$ cat src/rtl/keypad_emulator.sv
// keypad_emulator: passive 4x4 matrix keypad model driven by a column scanner.
// Ports: i_Clk/i_Rst_L clock and sync active-low reset; i_Key_DV/i_Key/o_Key_Ready
// key request handshake; i_Col column drive (active-low); o_Row row sense
// (active-low, idle high); o_Busy press in progress; o_Contact switch state;
// o_Active_Key code of the key being pressed.
module keypad_emulator #(
   parameter int CLKS_PER_PRESS = 250000,
   parameter int CLKS_PER_GAP   = 250000,
   parameter int BOUNCE_CLKS    = 5000,
   parameter int BOUNCE_TOGGLES = 4
) (
   input  logic       i_Clk,
   input  logic       i_Rst_L,
   input  logic       i_Key_DV,
   input  logic [3:0] i_Key,
   output logic       o_Key_Ready,
   input  logic [3:0] i_Col,
   output logic [3:0] o_Row,
   output logic       o_Busy,
   output logic       o_Contact,
   output logic [3:0] o_Active_Key
);

   localparam int MAX_PG = (CLKS_PER_PRESS > CLKS_PER_GAP) ?
                           CLKS_PER_PRESS : CLKS_PER_GAP;
   localparam int MAXC = (MAX_PG > BOUNCE_CLKS) ? MAX_PG : BOUNCE_CLKS;
   localparam int CW = $clog2(MAXC + 1);
   // A zero toggle count still needs a 1-bit register to stay legal.
   localparam int TW = (BOUNCE_TOGGLES > 0) ?
                       $clog2(BOUNCE_TOGGLES + 1) : 1;

   localparam logic [CW-1:0] PRESS_END  = CW'(CLKS_PER_PRESS - 1);
   localparam logic [CW-1:0] GAP_END    = CW'(CLKS_PER_GAP - 1);
   localparam logic [CW-1:0] BOUNCE_END = CW'(BOUNCE_CLKS - 1);
   localparam logic [TW-1:0] TOG_END    = TW'(BOUNCE_TOGGLES);
   localparam bit NO_BOUNCE = (BOUNCE_TOGGLES == 0);

   localparam logic [2:0] ST_IDLE       = 3'd0;
   localparam logic [2:0] ST_BOUNCE_IN  = 3'd1;
   localparam logic [2:0] ST_HOLD       = 3'd2;
   localparam logic [2:0] ST_BOUNCE_OUT = 3'd3;
   localparam logic [2:0] ST_GAP        = 3'd4;

   logic [2:0]    state_q, state_d;
   logic [CW-1:0] cnt_q, cnt_d;
   logic [TW-1:0] tog_q, tog_d;
   logic          contact_q, contact_d;
   logic [3:0]    key_q, key_d;
   logic [1:0]    key_row, key_col;

   always_comb begin
      state_d   = state_q;
      cnt_d     = cnt_q + 1'b1;
      tog_d     = tog_q;
      contact_d = contact_q;
      key_d     = key_q;
      unique case (state_q)
         ST_IDLE: begin
            contact_d = 1'b0;
            cnt_d     = '0;
            tog_d     = '0;
            if (i_Key_DV) begin
               key_d     = i_Key;
               contact_d = 1'b1;
               state_d   = NO_BOUNCE ? ST_HOLD : ST_BOUNCE_IN;
            end
         end
         ST_BOUNCE_IN, ST_BOUNCE_OUT: begin
            if (cnt_q == BOUNCE_END) begin
               cnt_d = '0;
               if (tog_q == TOG_END) begin
                  // Final interval done: settle into the stable state.
                  tog_d = '0;
                  if (state_q == ST_BOUNCE_IN) begin
                     state_d   = ST_HOLD;
                     contact_d = 1'b1;
                  end else begin
                     state_d   = ST_GAP;
                     contact_d = 1'b0;
                  end
               end else begin
                  tog_d     = tog_q + 1'b1;
                  contact_d = ~contact_q;
               end
            end
         end
         ST_HOLD: begin
            contact_d = 1'b1;
            if (cnt_q == PRESS_END) begin
               cnt_d     = '0;
               contact_d = 1'b0;
               state_d   = NO_BOUNCE ? ST_GAP : ST_BOUNCE_OUT;
            end
         end
         ST_GAP: begin
            contact_d = 1'b0;
            if (cnt_q == GAP_END) begin
               cnt_d   = '0;
               state_d = ST_IDLE;
            end
         end
         default: begin
            state_d   = ST_IDLE;
            contact_d = 1'b0;
            cnt_d     = '0;
            tog_d     = '0;
         end
      endcase
   end

   always_ff @(posedge i_Clk) begin
      if (!i_Rst_L) begin
         state_q   <= ST_IDLE;
         cnt_q     <= '0;
         tog_q     <= '0;
         contact_q <= 1'b0;
         key_q     <= 4'h0;
      end else begin
         state_q   <= state_d;
         cnt_q     <= cnt_d;
         tog_q     <= tog_d;
         contact_q <= contact_d;
         key_q     <= key_d;
      end
   end

   // Keypad layout: {row, col} of each key code.
   always_comb begin
      {key_row, key_col} = 4'b0000;
      unique case (key_q)
         4'h1: {key_row, key_col} = 4'b0000;
         4'h2: {key_row, key_col} = 4'b0001;
         4'h3: {key_row, key_col} = 4'b0010;
         4'hA: {key_row, key_col} = 4'b0011;
         4'h4: {key_row, key_col} = 4'b0100;
         4'h5: {key_row, key_col} = 4'b0101;
         4'h6: {key_row, key_col} = 4'b0110;
         4'hB: {key_row, key_col} = 4'b0111;
         4'h7: {key_row, key_col} = 4'b1000;
         4'h8: {key_row, key_col} = 4'b1001;
         4'h9: {key_row, key_col} = 4'b1010;
         4'hC: {key_row, key_col} = 4'b1011;
         4'hE: {key_row, key_col} = 4'b1100;
         4'h0: {key_row, key_col} = 4'b1101;
         4'hF: {key_row, key_col} = 4'b1110;
         4'hD: {key_row, key_col} = 4'b1111;
         default: {key_row, key_col} = 4'b0000;
      endcase
   end

   // A closed switch simply shorts its column line onto its row line.
   always_comb begin
      o_Row = 4'hF;
      if (contact_q) o_Row[key_row] = i_Col[key_col];
   end

   assign o_Key_Ready  = (state_q == ST_IDLE);
   assign o_Busy       = (state_q != ST_IDLE);
   assign o_Contact    = contact_q;
   assign o_Active_Key = key_q;

endmodule

$ cat config.mk
export PLATFORM = sky130hd
export DESIGN_NAME = keypad_emulator
export DESIGN_NICKNAME = d
export VERILOG_FILES = /design/src/rtl/keypad_emulator.sv
export SDC_FILE = /design/constraint.sdc
export NUM_CORES = 1
export LEC_CHECK = 0
export ABC_CLOCK_PERIOD_IN_PS = 2500
export CAP_MARGIN = 40
export CORE_ASPECT_RATIO = 0.8
export CORE_MARGIN = 5
export CORE_UTILIZATION = 44
export CTS_CLUSTER_SIZE = 24
export DETAILED_ROUTE_END_ITERATION = 7
export GPL_TIMING_DRIVEN = 1
export PLACE_DENSITY_LB_ADDON = 0.3
export SYNTH_ARGS = -nofsm -noshare
export SYNTH_HDL_FRONTEND = slang
export SYNTH_SLANG_ARGS = --single-unit
$ cat constraint.sdc
create_clock -name i_Clk -period 2.5 [get_ports i_Clk]
set_clock_uncertainty 0.1 [all_clocks]
set_input_delay 0.25 -clock i_Clk [delete_from_list [all_inputs] [get_ports i_Clk]]
set_output_delay 0.25 -clock i_Clk [all_outputs]
set_load 0.02 [all_outputs]
==> out/metrics.csv <==
stage,metric,value,unit
status,status,finished clean,
die,die_width,79.33,µm
clock_tree,cts.root.buffer_cell,clkbuf_8,
clock_tree,cts_tree,done,
clock_tree,numCtsBuffers,5,
critical_path,critPathArrivalTime,1.77,ns
critical_path,reg2reg_depth,5,
clock_tree,clk_pin_slew,0.07,ns
sta,worst_pin_slew,0.4494,ns
logic_synthesis,syn_nets,215,
layout,utilization,0.5607,
clock_tree,ctsHoldBuffers,0,
sta,whs,0.3641,ns
placed_design,placed_cell_area,1978,µm²
drt,drt_iter0_drc,53,
drt,wl_per_cell,12.30,µm
logic_synthesis,synth_ff_type,dfxtp_1,
placed_design,dpl.cell_count,268,
die,num_rows,20,
critical_path,regToRegStartpoint,state_q[2]$_SDFFE_PN0P_,
clock_tree,clock_sinks,33,
die,io_pins,22,
global_routing,grt_overflow,0,
pwr,p_per_area,602.8,nW/µm²
drt,drtAntennaViolNets,0,
global_routing,grt_pass1_wl,5858,µm
critical_path,endpoint_kind,primary output,
placed_design,gp_congestion,0.7866,
global_routing,grt_usage,0.1487,
critical_path,worstPathRequired,2.15,ns
pwr,p_leak,0.7384,nW
drt,drt_wl_total,3395,µm
layout,fin_area,2105,µm²
sta,post-route-period-util,0.8486,
global_routing,grt_start_max_net_pins,19,
clock_tree,insertion_delay,0.29,ns
critical_path,rrSetupSlack,0.46,ns
sta,min_period,2.121,ns
sta,finalSetupTns,0,ns
placed_design,dp_hpwl,2430,µm
sta,rsz0062_at_grt,false,
sta,setup_viol,0,
sta,hold_viol,0,
critical_path,start_kind,register,
clock_tree,cts_max_level,2,
logic_synthesis,yosysSeqAreaShare,0.3905,
placed_design,io_buffers,21,
layout,final_nets,245,
critical_path,worstSetupPathType,register to primary output,
layout,diodes,0,
sta,maxSlewViolCount,0,
layout,drive_above_1_share,0.09914,
drt,vias_per_cell,5.101,
run,maxCapViolCount,0,
critical_path,startpoint,key_col[0]$_DFF_P_,
logic_synthesis,synthArstFlopShare,0,
critical_path,rr_endpoint,key_row[0]$_DFF_P_,
critical_path,path_max_fanout,2,
global_routing,antenna_found_initial,0,
layout,final_common_cell,dfxtp_1,
sta,relSlewSlack,0.6962,
layout,syn2layout_area_growth,24.41,%
logic_synthesis,synth.avg_cell_area,8.416,µm²
logic_synthesis,yosys_warnings,0,
drt,drc_errors,0,
logic_synthesis,syn_inst,201,
layout,fin_cells,276,
pwr,peakVddDrop,0.2635,mV
logic_synthesis,synth_edf_count,0,
logic_synthesis,ys_ff_latch,33,
drt,route.vias.total,1408,
die,start_util,0.4507,
die,die_y,65.46,µm
sta,max_freq,0.4714,GHz
logic_synthesis,ys_types,45,
die,die_area,5193,µm²
global_routing,grt_pass1_vias,1311,
critical_path,critPathCapture,o_Row[0],
die,core,3754,µm²
min_path,hold_path_class,register to register,
clock_tree,clockBufferDepth,2,
drt,drt_pass1_iterations,4,
layout,most-common-layout-cells,"33 x dfxtp_1, 30 x nor2_1, 24 x nand2_1, 17 x clkdlybuf4s50_1",
logic_synthesis,synth.cell_area,1692,µm²
==> worst max-delay path, cell delays in order, from the launching register on <==
cell            delay, ns
dfxtp_1              0.34
mux4_2               0.48
nand2b_1             0.16
or3_1                0.29
dlymetal6s2s_1       0.21
==> worst min path at each step <==
stage / start / endpoint / slack [ns] / cells after the start
after floorplan: cnt_q[0]$_SDFF_PN0_ / cnt_q[0]$_SDFF_PN0_ / 0.33 / 1
after global placement: cnt_q[0]$_SDFF_PN0_ / cnt_q[0]$_SDFF_PN0_ / 0.34 / 1
after detailed placement: cnt_q[0]$_SDFF_PN0_ / cnt_q[0]$_SDFF_PN0_ / 0.35 / 1
after CTS: cnt_q[0]$_SDFF_PN0_ / cnt_q[0]$_SDFF_PN0_ / 0.37 / 1
after global routing: cnt_q[0]$_SDFF_PN0_ / cnt_q[0]$_SDFF_PN0_ / 0.41 / 1
final: cnt_q[0]$_SDFF_PN0_ / cnt_q[0]$_SDFF_PN0_ / 0.36 / 1
==> flip-flops by register name, indices dropped and copies added, names as in the netlist <==
| register | flops |
|---|---|
| cnt_q | 18 |
| o_Active_Key | 4 |
| state_q | 3 |
| tog_q | 3 |
| key_col | 2 |
| key_row | 2 |
| o_Contact | 1 |
==> metal layers <==
metal  global-route usage  share of wire  wire (µm)
met1               0.2015           0.54       1821
met2               0.2006           0.40       1356
met3              0.05479          0.050        170
met4              0.08369          0.014         47
met5                    0              0          0
==> cell type report <==
| class | instances | area [µm²] |
|---|---|---|
| tap | 44 | 55.05 |
| inverter | 9 | 33.78 |
| fill | 340 | 1649 |
| sequential | 33 | 660.6 |
| timing repair buffer | 30 | 287.8 |
| clock buffer | 7 | 86.33 |
| clock inverter | 1 | 30.03 |
| multi-input combinational | 152 | 950.9 |
==> what timing repair did <==
item | CTS | global route
buffers inserted | 0 | 0
resized for setup | 0 | 4
endpoints found under the setup margin | 0 | 4
==> Yosys cell counts (3+ instances only) <==
cell type | instances | share of area
xnor2_1 | 10 | 0.052
or3_1 | 3 | 0.011
nand2_1 | 24 | 0.053
clkbuf_1 | 3 | 0.0067
xor2_1 | 8 | 0.041
dfxtp_1 | 33 | 0.39
nor3_1 | 9 | 0.027
nand3_1 | 10 | 0.030
nand4_1 | 4 | 0.015
o21ai_0 | 6 | 0.018
ha_1 | 3 | 0.022
inv_1 | 9 | 0.020
mux2i_1 | 7 | 0.041
nor4b_1 | 3 | 0.016
nor2_1 | 30 | 0.067
a21oi_1 | 4 | 0.012
==> through the flow <==
stage / power, mW / setup WS (ns)
3_3_place_gp: 0.7640 / 0.06358
4_1_cts: 1.291 / 0.008058
3_5_place_dp: 0.7648 / 0.05254
6_report: 1.269 / 0.3786
2_1_floorplan: 0.6869 / 0.5007
5_1_grt: 1.332 / 0.2684
==> kinds of logic (layout without fill, tap and decap cells) <==
family          after synthesis  in the layout  share of synthesized area
compound gates               23             23                    0.09099
fa+ha+maj                     3              3                    0.02219
mux                           8              8                    0.05473
buf+inv                      16             47                    0.04733
flops                        33             33                     0.3905
xor+xnor                     18             18                    0.09319
simple gates                100            100                     0.3010
==> power breakdown <==
| group | switching, mW | internal [mW] | leakage [nW] |
|---|---|---|---|
| Combinational | 0.0888 | 0.0958 | 0.412 |
| Sequential | 0.0204 | 0.548 | 0.268 |
| Clock | 0.191 | 0.325 | 0.0585 |
| Total | 0.300 | 0.968 | 0.738 |
(Power assumes the default switching activity.)
